### config.mk
export PLATFORM = sky130hd
export DESIGN_NAME = sd_cmd_serdes
export DESIGN_NICKNAME = d
export VERILOG_FILES = /design/src/rtl/sd_cmd_serdes.sv
export SDC_FILE = /design/constraint.sdc
export NUM_CORES = 1
export LEC_CHECK = 0
export CAP_MARGIN = 10
export CORE_UTILIZATION = 55
export CTS_CLUSTER_DIAMETER = 200
export DETAILED_ROUTE_END_ITERATION = 10
export HOLD_SLACK_MARGIN = 0.1
export PLACE_DENSITY = 0.85
export SYNTH_ARGS = -nofsm -noshare
export SYNTH_HDL_FRONTEND = slang
export SYNTH_SLANG_ARGS = --single-unit
### constraint.sdc
create_clock -name clk_SD -period 5.1 [get_ports clk_SD]
set_clock_uncertainty 0.15 [all_clocks]
set_input_delay 1.275 -clock clk_SD [delete_from_list [all_inputs] [get_ports clk_SD]]
set_output_delay 1.275 -clock clk_SD [all_outputs]
set_load 0.005 [all_outputs]
### src/rtl/sd_cmd_serdes.sv
// SD CMD-line engine: frames and serialises a 48-bit command with CRC7, waits for
// the response start bit, deserialises short/long responses and checks them.
module sd_cmd_serdes #(
    parameter int RESP_LONG_BITS  = 136,
    parameter int RESP_SHORT_BITS = 48,
    parameter int TIMEOUT_CYCLES  = 64,
    parameter int NCC_CYCLES      = 8
) (
    input  logic                      clk_SD,
    input  logic                      reset_host,
    input  logic                      start,
    input  logic [5:0]                cmd_index,
    input  logic [31:0]               cmd_argument,
    input  logic [1:0]                resp_type,
    input  logic                      CMD_PIN_IN,
    output logic                      CMD_PIN_OUT,
    output logic                      CMD_OE,
    output logic                      busy,
    output logic                      done,
    output logic [RESP_LONG_BITS-1:0] response,
    output logic                      crc_error,
    output logic                      end_bit_error,
    output logic                      index_error,
    output logic                      timeout
);

    localparam int MAX_A = (RESP_LONG_BITS > TIMEOUT_CYCLES) ? RESP_LONG_BITS : TIMEOUT_CYCLES;
    localparam int MAX_B = (MAX_A > NCC_CYCLES) ? MAX_A : NCC_CYCLES;
    localparam int MAX_C = (MAX_B > 48) ? MAX_B : 48;
    localparam int CW    = $clog2(MAX_C + 1);

    localparam logic [CW-1:0] C_ONE      = CW'(1);
    localparam logic [CW-1:0] C_HDR      = CW'(8);
    localparam logic [CW-1:0] C_TX_CRC   = CW'(40);
    localparam logic [CW-1:0] C_TX_END   = CW'(47);
    localparam logic [CW-1:0] C_TIMEOUT  = CW'(TIMEOUT_CYCLES);
    localparam logic [CW-1:0] C_NCC_LAST = CW'(NCC_CYCLES - 1);
    localparam logic [CW-1:0] C_LONG     = CW'(RESP_LONG_BITS);
    localparam logic [CW-1:0] C_SHORT    = CW'(RESP_SHORT_BITS);

    typedef enum logic [2:0] {
        S_IDLE,
        S_TX,
        S_WAIT,
        S_RX,
        S_NCC
    } state_t;

    state_t                    r_state;
    state_t                    w_next;
    logic [CW-1:0]             r_cnt;
    logic [39:0]               r_tx_data;
    logic [6:0]                r_crc;
    logic [5:0]                r_index;
    logic [1:0]                r_type;
    logic [RESP_LONG_BITS-1:0] r_resp;
    logic                      r_crc_err;
    logic                      r_end_err;
    logic                      r_idx_err;
    logic                      r_timeout;

    logic [CW-1:0]             w_cnt_inc;
    logic [CW-1:0]             w_rx_len;
    logic                      w_rx_last;
    logic                      w_rx_crc_en;
    logic                      w_expire;
    logic                      w_tx_bit;

    function automatic logic [6:0] f_crc7_step(input logic [6:0] crc, input logic din);
        logic fb;
        fb = din ^ crc[6];
        return {crc[5:0], 1'b0} ^ (fb ? 7'h09 : 7'h00);
    endfunction

    assign w_cnt_inc = r_cnt + C_ONE;
    assign w_rx_len  = (r_type == 2'd2) ? C_LONG : C_SHORT;
    assign w_rx_last = (w_cnt_inc == w_rx_len);
    // Long frames exclude the 8-bit header (start, transmission, reserved) from the CRC.
    assign w_rx_crc_en = (w_cnt_inc <= (w_rx_len - C_HDR)) &&
                         ((r_type != 2'd2) || (w_cnt_inc > C_HDR));
    assign w_expire  = CMD_PIN_IN && (w_cnt_inc == C_TIMEOUT);

    assign response      = r_resp;
    assign crc_error     = r_crc_err;
    assign end_bit_error = r_end_err;
    assign index_error   = r_idx_err;
    assign timeout       = r_timeout;

    always_ff @(posedge clk_SD or negedge reset_host) begin
        if (!reset_host) begin
            r_state <= S_IDLE;
        end else begin
            r_state <= w_next;
        end
    end

    always_comb begin
        w_next      = r_state;
        CMD_OE      = 1'b0;
        CMD_PIN_OUT = 1'b1;
        busy        = (r_state != S_IDLE);
        done        = 1'b0;
        w_tx_bit    = 1'b1;
        if (r_cnt < C_TX_CRC) begin
            w_tx_bit = r_tx_data[39];
        end else if (r_cnt < C_TX_END) begin
            w_tx_bit = r_crc[6];
        end
        case (r_state)
            S_IDLE: begin
                if (start) begin
                    w_next = S_TX;
                end
            end
            S_TX: begin
                CMD_OE      = 1'b1;
                CMD_PIN_OUT = w_tx_bit;
                if (r_cnt == C_TX_END) begin
                    w_next = (r_type == 2'd0) ? S_NCC : S_WAIT;
                end
            end
            S_WAIT: begin
                if (!CMD_PIN_IN) begin
                    w_next = S_RX;
                end else if (w_expire) begin
                    w_next = S_NCC;
                end
            end
            S_RX: begin
                if (w_rx_last) begin
                    w_next = S_NCC;
                end
            end
            S_NCC: begin
                done = (r_cnt == '0);
                if (r_cnt == C_NCC_LAST) begin
                    w_next = S_IDLE;
                end
            end
            default: w_next = S_IDLE;
        endcase
    end

    always_ff @(posedge clk_SD or negedge reset_host) begin
        if (!reset_host) begin
            r_cnt     <= '0;
            r_tx_data <= '0;
            r_crc     <= '0;
            r_index   <= '0;
            r_type    <= '0;
            r_resp    <= '0;
            r_crc_err <= 1'b0;
            r_end_err <= 1'b0;
            r_idx_err <= 1'b0;
            r_timeout <= 1'b0;
        end else begin
            case (r_state)
                S_IDLE: begin
                    if (start) begin
                        r_tx_data <= {1'b0, 1'b1, cmd_index, cmd_argument};
                        r_index   <= cmd_index;
                        r_type    <= resp_type;
                        r_crc     <= '0;
                        r_cnt     <= '0;
                        r_resp    <= '0;
                        r_crc_err <= 1'b0;
                        r_end_err <= 1'b0;
                        r_idx_err <= 1'b0;
                        r_timeout <= 1'b0;
                    end
                end
                S_TX: begin
                    if (r_cnt < C_TX_CRC) begin
                        r_crc     <= f_crc7_step(r_crc, r_tx_data[39]);
                        r_tx_data <= {r_tx_data[38:0], 1'b0};
                    end else begin
                        r_crc <= {r_crc[5:0], 1'b0};
                    end
                    if (r_cnt == C_TX_END) begin
                        r_cnt <= '0;
                        r_crc <= '0;
                    end else begin
                        r_cnt <= w_cnt_inc;
                    end
                end
                S_WAIT: begin
                    if (!CMD_PIN_IN) begin
                        r_resp <= {r_resp[RESP_LONG_BITS-2:0], CMD_PIN_IN};
                        r_cnt  <= C_ONE;
                        r_crc  <= '0;
                    end else if (w_expire) begin
                        r_timeout <= 1'b1;
                        r_cnt     <= '0;
                    end else begin
                        r_cnt <= w_cnt_inc;
                    end
                end
                S_RX: begin
                    r_resp <= {r_resp[RESP_LONG_BITS-2:0], CMD_PIN_IN};
                    if (w_rx_crc_en) begin
                        r_crc <= f_crc7_step(r_crc, CMD_PIN_IN);
                    end
                    // Flags use the pre-shift register: frame bit k sits at r_resp[k-1].
                    if (w_rx_last) begin
                        r_cnt     <= '0;
                        r_end_err <= ~CMD_PIN_IN;
                        r_crc_err <= (r_type != 2'd3) && (r_crc != r_resp[6:0]);
                        r_idx_err <= (r_type == 2'd1) &&
                                     (r_resp[45] || (r_resp[44:39] != r_index));
                    end else begin
                        r_cnt <= w_cnt_inc;
                    end
                end
                S_NCC: begin
                    r_cnt <= (r_cnt == C_NCC_LAST) ? '0 : w_cnt_inc;
                end
                default: r_cnt <= '0;
            endcase
        end
    end

endmodule

After elaboration in Yosys (flattened, before gate mapping)
Cells that the tools add are included.
{ "totals": {"ff_bits": 206, "output_inout_bits": 144, "wordCells": 113} }
{ "classes": {"add_sub_neg": 2, "bitwise": 5, "reduce_logical": 22, "n_eq_ne": 24, "magnitude_cmp": 4, "muxes": 45} }
{ "ops": {"columns": ["operator", "count"], "rows": [
  ["136-bit one-hot mux with 3 select lines", 1],
  ["136-bit two-way mux", 2],
  ["40-bit two-way mux", 2],
  ["40-bit one-hot mux with 2 select lines", 1],
  ["8-bit two-way mux", 7],
  ["8-bit one-hot mux with 5 select lines", 1],
  ["7-bit two-way mux", 5],
  ["7-bit one-hot mux with 4 select lines", 1],
  ["2-bit != test, second input constant", 11],
  ["3-bit two-way mux", 7],
  ["8-bit by 6-bit < comparator with 1-bit output, second input constant", 2],
  ["3-bit one-hot mux with 5 select lines", 1],
  ["7-bit by 4-bit XOR with 7-bit output", 2],
  ["1-bit two-way mux", 11],
  ["3-bit AND reduction", 3],
  ["8-bit by 1-bit adder with 8-bit output, second input constant", 1],
  ["8-bit by 3-bit equality test with 1-bit output, second input constant", 1],
  ["8-bit by 6-bit equality test with 1-bit output, second input constant", 1],
  ["8-bit by 7-bit equality test with 1-bit output, second input constant", 1],
  ["8-bit equality test", 1],
  ["8-bit by 4-bit > comparator with 1-bit output, second input constant", 1],
  ["8-bit less-or-equal comparator", 1],
  ["8-bit logical NOT", 1],
  ["4-bit two-way mux", 2],
  ["22 further kinds", 35]
]} }

Depth between registers and ports, before layout
Gate-level depths: netlist of the first run.
{ "depth": {"depth_word": 7, "mapped_depth": 12, "mapped_depth_nobuf": 10} }

Worst setup path before layout of the first run
OpenSTA, ideal clock, no wires.
{ "synth_path": {"path_kind": "register to output", "startpoint": "reg r_state[2]", "endpoint": "out CMD_PIN_OUT", "setup_slack_ps": 2022, "stages_incl_launch_ff": 7, "n_path_buf": 3, "arrival_ps": 1653, "cell_sequence": "dfrtp_1 -> clkbuf_1 -> or3_1 -> inv_2 -> buf_2 -> buf_2 -> nand2_1"} }
{ "synth_via": {"elab_chain_cells": 2} }
{ "synth_rtl": {"columns": ["element", "line", "source"], "rows": [
  ["start: declaration", "49", "state_t r_state;"],
  ["start signal: assignment", "93", "r_state <= w_next;"],
  ["3-bit by 1-bit equality test with 1-bit output", "109", "case (r_state)"],
  ["1-bit two-way mux", "109", null],
  ["end: declaration", "16", "output logic CMD_PIN_OUT,"]
]} }
No other way between the ends.

Worst setup path after layout of the first run
{ "layout_path": {"startpoint": "reg r_state[0]", "endpoint": "out CMD_OE"} }
{ "layout_via": {"elab_chain_cells": 2} }
{ "layout_rtl": {"columns": ["element", "line", "source"], "rows": [
  ["3-bit by 1-bit equality test with 1-bit output", "109", null],
  ["1-bit two-way mux", "109", null],
  ["end: declaration", "17", "output logic CMD_OE,"]
]} }
No other way between the ends.

==> results of run 1 <==
power by group through the flow:
stage,Clock [uW],Combinational [uW],Sequential [uW]
floorplan,0,1340,2010
global placement,0,1620,2080
detailed placement,0,1670,2090
CTS,1660,1680,2060
global route,1720,1880,2100
finish,1630,1700,2070
cell type report:
cell class,instances,area share (%)
clock inverter,8,0.886
tap,216,2.28
sequential,206,43.4
clock buffer,31,5.43
multi-input combinational,693,31.0
timing repair buffer,196,16.7
inverter,9,0.285
state kept, by name, indices dropped and copies added (netlist names):
signal         flops
end_bit_error      1
r_type             2
crc_error          1
r_tx_data         40
r_state            3
response         136
r_crc              7
index_error        1
r_index            6
r_cnt              8
timeout            1
synth_stat cells (7+ instances only):
library cell  count  area share [%]
a21oi_1           9            0.49
buf_2            21             1.1
clkbuf_1         46             1.9
dfrtp_1         206              56
inv_1             8            0.33
mux2_2            8            0.99
mux2i_1          39             4.3
nand2_1         329              14
nand4_1           7            0.48
nor2_1           12            0.49
o21ai_0         178             9.7
xnor2_1          11             1.1
xor2_1            9            0.86
layer usage:
| layer | global-route usage [%] | share of wire [%] |
|---|---|---|
| met3 | 7.37 | 6.6 |
| met2 | 42.1 | 49 |
| met4 | 9.53 | 3.3 |
| met1 | 34.6 | 42 |
| met5 | 0 | 0 |
worst max-delay path by stage:
stage	depth (start not counted)	to	start	slack [ns]
global placement	6	response[85]$_DFFE_PN0P_	CMD_PIN_IN	1.33
global route	6	CMD_PIN_OUT	r_cnt[0]$_DFFE_PN0N_	1.06
detailed placement	6	response[103]$_DFFE_PN0P_	CMD_PIN_IN	1.24
floorplan	6	CMD_PIN_OUT	r_state[2]$_DFFE_PN0P_	2.02
finish	4	CMD_OE	r_state[0]$_DFFE_PN0P_	1.16
CTS	4	CMD_OE	r_state[0]$_DFFE_PN0P_	1.16
worst reg2reg max path: stages (launching register included):
cell and delay (ns):
dfrtp_1 0.57, and4_1 0.31, nand4_1 0.12, xnor2_1 0.20
ha_1 0.34, nand4_1 0.13, a21oi_1 0.22, nand3_1 0.11
o31a_1 0.16, o31ai_1 0.63, a32o_1 0.22
through the flow:
stage               worst slack [ns]  hold slack, ns  utilization, %  power, uW
global route                    1.06           0.350            73.9       5700
finish                          1.16           0.326            73.9       5400
floorplan                       2.02           0.300               -       3350
global placement                1.33           0.311            69.1       3690
CTS                             1.16           0.333            73.8       5400
detailed placement              1.24           0.320            69.1       3760
layout by cell type, fill, tap and decap left out, types with 3 or more instances in the layout:
master,instances
nand2_1,329
dfrtp_1,206
clkdlybuf4s50_1,186
o21ai_0,178
mux2i_1,39
clkbuf_16,22
nor2_1,12
xnor2_1,11
a21oi_1,9
xor2_1,9
inv_1,8
mux2_2,8
nand4_1,7
clkbuf_8,7
a32o_1,6
buf_4,6
nor4_1,5
a22o_1,5
o31ai_1,5
nand3_1,5
ha_1,5
nor3_1,4
or3_1,4
clkinv_2,4
and2_1,3
a21o_1,3
nand2b_1,3
or2_2,3
clkbuf_1,3
buf_12,3
cells by family (layout without fill, tap and decap cells):
logic type / Yosys count / after routing / share of synthesized area, %
AND/OR/NAND/NOR: 391 / 391 / 17.6
AO/OA/AOI/OAI: 229 / 229 / 14.2
flip-flops: 206 / 206 / 56.4
buffers and inverters: 80 / 244 / 3.74
multiplexers: 47 / 47 / 5.26
XOR/XNOR: 21 / 21 / 2.16
adder cells (fa/ha/maj): 5 / 5 / 0.684
==> impl_results.md, run 1 <==
- Status: finished clean
- Synth Flop Type: dfrtp_1
- Ports: between 150 and 200
- Register Area: 5150 um^2
- CP endpoint kind: output pin
- Clock Latency Late Sink: just over 0.5 ns
- Number of global-route vias before repair: 7060
- Total die area: ~17000 um^2
- Final-layout fill cell count: between 1000 and 1500
- Max Transition Viols Final: 0
- CTS tree: yes
- Psw: slightly below 2000 uW
- R2R Path End: r_crc[4]$_DFFE_PN0P_
- Min Tclk post-route: around 4 ns
- Synth unique cells: 60
- Final hold violations: 0
- Post-CTS Setup Bufs: 0
- Overall routing resource usage: 26.4%
- WL/cell: approximately 16 um
- Relative slew slack: 35.4%
- Worst Setup Start Kind: flip-flop
- Reg-to-Reg Start: r_cnt[3]$_DFFE_PN0N_
- Final WL: between 20000 and 25000 um
- H-tree levels: 1
- Core area: approximately 16000 um^2
- Sink Count: 206
- Worst hold-check path type: reg -> reg
- Initial antenna violation count: 0
- Share of the yosys chip area belonging to registers: about 56%
- Cell internal pwr: roughly 3400 uW
- Clock transition at the registers of the reported paths: 0.06 ns
- Vias: 7433
- Clk buf depth: 3
- Slowest cell on the critical path: dfrtp_1
- WP buf/inv: 3
- N_diodes: 0
- Residual DRC: 0
- Rows: 46
- Critical Path Fanout Max: 14
- Hold endpoint: r_tx_data[2]$_DFFE_PN0P_
- Pre-Repair DR Iteration Count: 5
- Setup TNS: 0 ns
- Flops & latches, synth: about 210
- Final setup viols: 0
- PostCTS Resize Cnt: 0
- Final ANT Viol Nets: 0
- Final period util: about 77%
- Clock network power share: 30.2%
- Critical path cell sequence: inv_1, or3_1, inv_2, clkdlybuf4s50_1
- Global-route wire length before repair: between 30000 and 40000 um
- R2R depth: 10
- # hold bufs at CTS: 0
- WP data arrival: about 2.5 ns
- Worst R2R Setup Slack: about 1.9 ns
- Final instance area: roughly 12000 um^2
- Initial drt markers: about 460
- Switching part of the total power: 36.6%
- HPWL after detailed placement: about 14000 um
- CTS root buf: clkbuf_16
- CP delay by family, top: buffers and inverters
- RSZ-0062 raised after global routing: no
- GP Congestion: roughly 0.9
- Syn Std Cell Area: between 9000 and 10000 um^2
- Layout Nets: 1177
- Via/cell ratio: about 5.5
- Grt ovf: 0
- Proportion of layout cells with a drive suffix above 1: 6.04%
- Async SR Flop Fraction: 100%
- Area grow syn2layout: 29.8%
- Placed inst area: between 10000 and 15000 um^2
- Worst hold start: r_tx_data[2]$_DFFE_PN0P_
- CTS buffer count: 22
- Hold Path Depth: 2
- Syn_nets: 1028
- Crit path required time: 3.67 ns
- Die Wd: 131 um
- Fmax: 0.254 GHz
- Multi-input logic area: between 3000 and 4000 um^2
- Max-cap violations: 0
- Worst vdd ir: ~0.00038 V
- Leakage: between 0.004 and 0.005 uW
- PortBufs: between 150 and 200
- Crit path kind: reg -> out
- Pin count of the biggest net entering global routing: 140
- Post-synth EDFFs: 0
- Reg power frac: 38.3%
- Slowest stage delay, CP: between 0.5 and 0.6 ns
- Post-route insts no fill: between 1000 and 1500
- Syn_area_per_cell: slightly above 9 um^2
- YS warnings: 0
- Cell Count Post-Placement: 1319
- Worst-Margin Slew: 0.969 ns
- Synth Instances: 979
- Die height: around 130 um
- Initial Utilization: roughly 57%
- Gate power share: 31.5%
- Pwr dens: between 400 and 500 nW/um^2
Power figures use the tool's default switching activity.
==> inputs of run 2 (changes only) <==
Settings changed: CORE_UTILIZATION 55 to 47, PLACE_DENSITY 0.85 to 0.77.
Clock period 5.1 ns to 3.4 ns, I/O delays scaled along.
==> run 2 against run 1 <==
Against the previous run:
- first-iteration DRC count rose by 17%
- die area grew 17%
- combinational power up 62%
- largest power group unchanged
==> impl_results.md, run 2 (synthesized netlist as in run 1, its figures left out) <==
- Status: finished clean
- Worst hold-check path type: in -> async
- Final WL: 22200 um
- Crit path required time: 2.40 ns
- Worst vdd ir: between 0.0004 and 0.0005 V
- Core area: 18900 um^2
- CTS buffer count: 24
- WP buf/inv: 1
- Die height: 141 um
- Residual DRC: 0
- Final setup viols: 0
- Rows: 50
- Number of global-route vias before repair: ~7100
- Max Transition Viols Final: 0
- Clock Latency Late Sink: 0.51 ns
- Initial antenna violation count: 1
- Critical path cell sequence: ha_4, and3_2, o21ai_1, o2bb2ai_1, nand2_1, clkdlybuf4s50_1
- Max FFs per register: between 100 and 150
- Dpl ws: 0.309 ns
- Grt ovf: 0
- Pre-Repair DR Iteration Count: 5
- WP data arrival: ~2.3 ns
- GP Congestion: ~0.9
- Via/cell ratio: around 5.1
- Commonest cells after routing, fill and taps aside: 329 x nand2_1, 204 x dfrtp_1, 186 x clkdlybuf4s50_1
- CTS root buf: clkbuf_16
- PortBufs: about 190
- Initial drt markers: between 500 and 600
- Hold Slack: 0.179 ns
- Clk buf depth: 3
- RSZ-0062 raised after global routing: no
- Pin count of the biggest net entering global routing: about 140
- Final period util: between 90% and 100%
- Slowest cell on the critical path: clkdlybuf4s50_1
- Total die area: 20000 um^2
- Final hold violations: 0
- Slowest stage delay, CP: around 0.47 ns
- Final ANT Viol Nets: 0
- Global-route wire length before repair: roughly 36000 um
- Worst setup margin: between 0.1 and 0.15 ns
- CP delay by family, top: buffers and inverters
- CP endpoint kind: output pin
- Min Tclk post-route: roughly 3.3 ns
- Overall routing resource usage: 22.6%
- Proportion of layout cells with a drive suffix above 1: approximately 7.1%
- Layout Nets: 1189
- Crit path kind: reg -> out
- Setup TNS: 0 ns
- Fmax: just over 0.3 GHz
- Leakage: a little over 0.005 uW
- Vias: 7287
- Worst Setup Start Kind: flip-flop
- Max-cap violations: 0
- Final Util: 63.9%
- Clock transition at the registers of the reported paths: roughly 0.06 ns
- H-tree levels: 1
- WL/cell: around 16 um
- Commonest non-fill, non-tap cell in the layout: nand2_1
- Sink Count: 206
- Ports: about 190
- Critical Path Fanout Max: 6
- Worst-Margin Slew: about 1.0 ns
- Area grow syn2layout: 32.2%
- Die Wd: 141 um
- HPWL after detailed placement: 14900 um
- Post-CTS Setup Bufs: 0
- CTS tree: yes
- Relative slew slack: roughly a third
- Pwr dens: between 600 and 700 nW/um^2
- Initial Utilization: 48.4%
==> run 2: cell type report <==
class / instances / area [um^2]
sequential: 206 / 5160
fill: 1575 / 6810
clock inverter: 6 / 72.6
antenna: 1 / 2.50
multi-input combinational: 693 / 3700
tap: 260 / 325
timing repair buffer: 206 / 2110
inverter: 9 / 33.8
clock buffer: 36 / 686
==> run 2: path summary, 6_finish.rpt <==
| check | start | endpoint | slack [ns] | cells after the start |
|---|---|---|---|---|
| min reg2reg | r_tx_data[6]$_DFFE_PN0P_ | r_tx_data[6]$_DFFE_PN0P_ | 0.33 | 2 |
| max in group asynchronous | reset_host | r_tx_data[20]$_DFFE_PN0P_ | 2.11 | 2 |
| max reg2reg | r_cnt[1]$_DFFE_PN0N_ | r_crc[4]$_DFFE_PN0P_ | 0.26 | 10 |
| min | reset_host | response[86]$_DFFE_PN0P_ | 0.18 | 1 |
| max | r_cnt[1]$_DFFE_PN0N_ | CMD_PIN_OUT | 0.14 | 6 |
| min in group clk_SD | r_tx_data[6]$_DFFE_PN0P_ | r_tx_data[6]$_DFFE_PN0P_ | 0.33 | 2 |
==> run 2: timing repair <==
action | in CTS | in global routing
hold buffers | 0 | 0
resized for setup | 2 | 5
endpoints found under the setup margin | 1 | 2
==> run 2: per-layer routing <==
metal	GRT usage [%]	vias to the layer above	wire, um
met1	29.2	3465	9380
li1	-	3601	-
met3	6.31	49	1450
met5	0	-	0
met4	9.62	0	907
met2	35.7	172	10500
==> run 2: stage by stage <==
stage,area [um^2],power (uW),instances
floorplan,9140,5030,979
global placement,11300,5790,1374
detailed placement,11300,5840,1374
CTS,12100,8310,1416
global route,12100,8790,1417
finish,12100,8250,1417
==> run 2: where the power goes <==
part | internal [uW] | switching (uW)
Combinational | 978 | 1770
Sequential | 2810 | 240
Clock | 1470 | 977
Total | 5260 | 2990
==> inputs of run 3 (changes only) <==
Settings changed: SLEW_MARGIN set to 25.
==> run 3 against run 2 <==
Against the previous run:
- power up 0.35%
- clock power about the same
- global-route usage unchanged
- sequential power about the same
- register-to-register slack better by 0.03 ns
- final cell count about the same
- combinational power about the same
- maximum frequency down 0.22%
- critical path depth unchanged
- sequential share of layout area down 0.053 points
- highest routed layer unchanged
- utilization up 0.079 points
- final area up 0.12%
- largest power group unchanged
- critical endpoint unchanged
==> impl_results.md, run 3 (synthesized netlist as in run 1, its figures left out) <==
- Status: finished clean
- Grt ovf: 0
- Residual DRC: 0
- Setup TNS: 0 ns
- Ports: between 150 and 200
- Total die area: 20000 um^2
- Slowest cell on the critical path: clkdlybuf4s50_1
- Pwr dens: ~700 nW/um^2
- Gate power share: 33.6%
- Clock transition at the registers of the reported paths: roughly 0.060 ns
- Reg power frac: between 30% and 40%
- Commonest non-fill, non-tap cell in the layout: nand2_1
- HPWL after detailed placement: ~15000 um
- Initial drt markers: ~530
- CTS tree: yes
- Final WL: between 20000 and 25000 um
- Final hold violations: 0
- Layout Nets: between 1000 and 1500
- Post-CTS Setup Bufs: 0
- Pre-Repair DR Iteration Count: 5
- Crit path kind: reg -> out
- Global-route wire length before repair: roughly 36000 um
- Worst-Margin Slew: 0.659 ns
- Clk buf depth: 3
- Die height: around 140 um
- Area grow syn2layout: 32.3%
- Final instance area: between 10000 and 15000 um^2
- Die Wd: approximately 140 um
- CTS root buf: clkbuf_16
- WP data arrival: between 2 and 2.5 ns
- Commonest cells after routing, fill and taps aside: 329 x nand2_1, 204 x dfrtp_1, 186 x clkdlybuf4s50_1
- Switching part of the total power: 36.2%
- Core area: 18900 um^2
- Final period util: 96.0%
- Critical Path Fanout Max: 7
- Final setup viols: 0
- Rows: 50
- Cell internal pwr: 5280 uW
- Pin count of the biggest net entering global routing: between 100 and 150
- Initial Utilization: 48.4%
- PortBufs: roughly 190
- Placed inst area: 11300 um^2
- Proportion of layout cells with a drive suffix above 1: around 7.2%
- CP endpoint kind: output pin
- CP delay by family, top: buffers and inverters
- Worst vdd ir: between 0.0004 and 0.0005 V
- Initial antenna violation count: 1
- RSZ-0062 raised after global routing: no
- Worst hold-check path type: in -> async
- Worst Setup Start Kind: flip-flop
- Overall routing resource usage: between 20% and 30%
- Clock Latency Late Sink: between 0.5 and 0.6 ns
- CTS buffer count: 24
- Leakage: 0.00503 uW
- Max FFs per register: between 100 and 150
- Fmax: 0.306 GHz
- H-tree levels: 1
- Slowest stage delay, CP: approximately 0.48 ns
- Crit path required time: about 2.4 ns
- Vias: between 7000 and 8000
- Clock network power share: about 30%
- WP buf/inv: 1
- Relative slew slack: a little under three fifths
- Via/cell ratio: ~5
- Hold Slack: roughly 0.18 ns
- Final ANT Viol Nets: 0
- GP Congestion: approximately 0.90
- Dpl ws: 0.309 ns
- Sink Count: slightly above 200
- Number of global-route vias before repair: between 7000 and 8000
- WL/cell: around 16 um
- Max-cap violations: 0
- Max Transition Viols Final: 0
- Critical path cell sequence: ha_4, and3_2, o21ai_1, o2bb2ai_1, nand2_1, clkdlybuf4s50_1
- Psw: roughly 3000 uW
- Worst setup margin: about 0.13 ns
- Min Tclk post-route: 3.27 ns
run 3: layer usage:
layer  share of wire [%]  global-route usage (%)  up-vias
met2                  47                    35.7      175
met3                 6.6                    6.31       51
met1                  42                    29.2     3472
li1                    -                       -     3602
met5                   0                       0        -
met4                 4.1                    9.62        0
run 3: power groups by stage:
| stage | Combinational (uW) | Clock [uW] | Sequential, uW |
|---|---|---|---|
| 2_1_floorplan | 2010 | 0 | 3020 |
| 3_3_place_gp | 2720 | 0 | 3070 |
| 3_5_place_dp | 2760 | 0 | 3080 |
| 4_1_cts | 2770 | 2500 | 3040 |
| 5_1_grt | 3130 | 2600 | 3100 |
| 6_report | 2780 | 2450 | 3060 |
run 3: final timing paths:
check	cells after the start	start	endpoint	slack [ns]
max	6	r_cnt[0]$_DFFE_PN0N_	CMD_PIN_OUT	0.13
min in group clk_SD	2	r_tx_data[6]$_DFFE_PN0P_	r_tx_data[6]$_DFFE_PN0P_	0.33
min reg2reg	2	r_tx_data[6]$_DFFE_PN0P_	r_tx_data[6]$_DFFE_PN0P_	0.33
min	1	reset_host	response[86]$_DFFE_PN0P_	0.18
max in group asynchronous	2	reset_host	r_tx_data[20]$_DFFE_PN0P_	2.11
max reg2reg	10	r_cnt[1]$_DFFE_PN0N_	r_crc[4]$_DFFE_PN0P_	0.29
run 3: per-stage QoR:
stage	util [%]	cells	power, uW
global route	64.0	1418	8820
CTS	63.8	1416	8310
global placement	59.8	1374	5790
detailed placement	59.8	1374	5840
finish	64.0	1418	8280
floorplan	-	979	5030
run 3: cell type report:
| cell class | instances | area [um^2] |
|---|---|---|
| well taps | 260 | 325 |
| fillers | 1575 | 6800 |
| clock inverters | 6 | 72.6 |
| diodes | 1 | 2.50 |
| flip-flops and latches | 206 | 5160 |
| clock buffers | 36 | 686 |
| inverters | 9 | 33.8 |
| multi-input cells | 693 | 3700 |
| repair buffers | 207 | 2120 |
run 3: repair_timing:
| action | in CTS | in global routing |
|---|---|---|
| endpoints found under the setup margin | 1 | 2 |
| pin swaps | 0 | 0 |
| gates resized for setup | 2 | 5 |
| hold buffers | 0 | 0 |
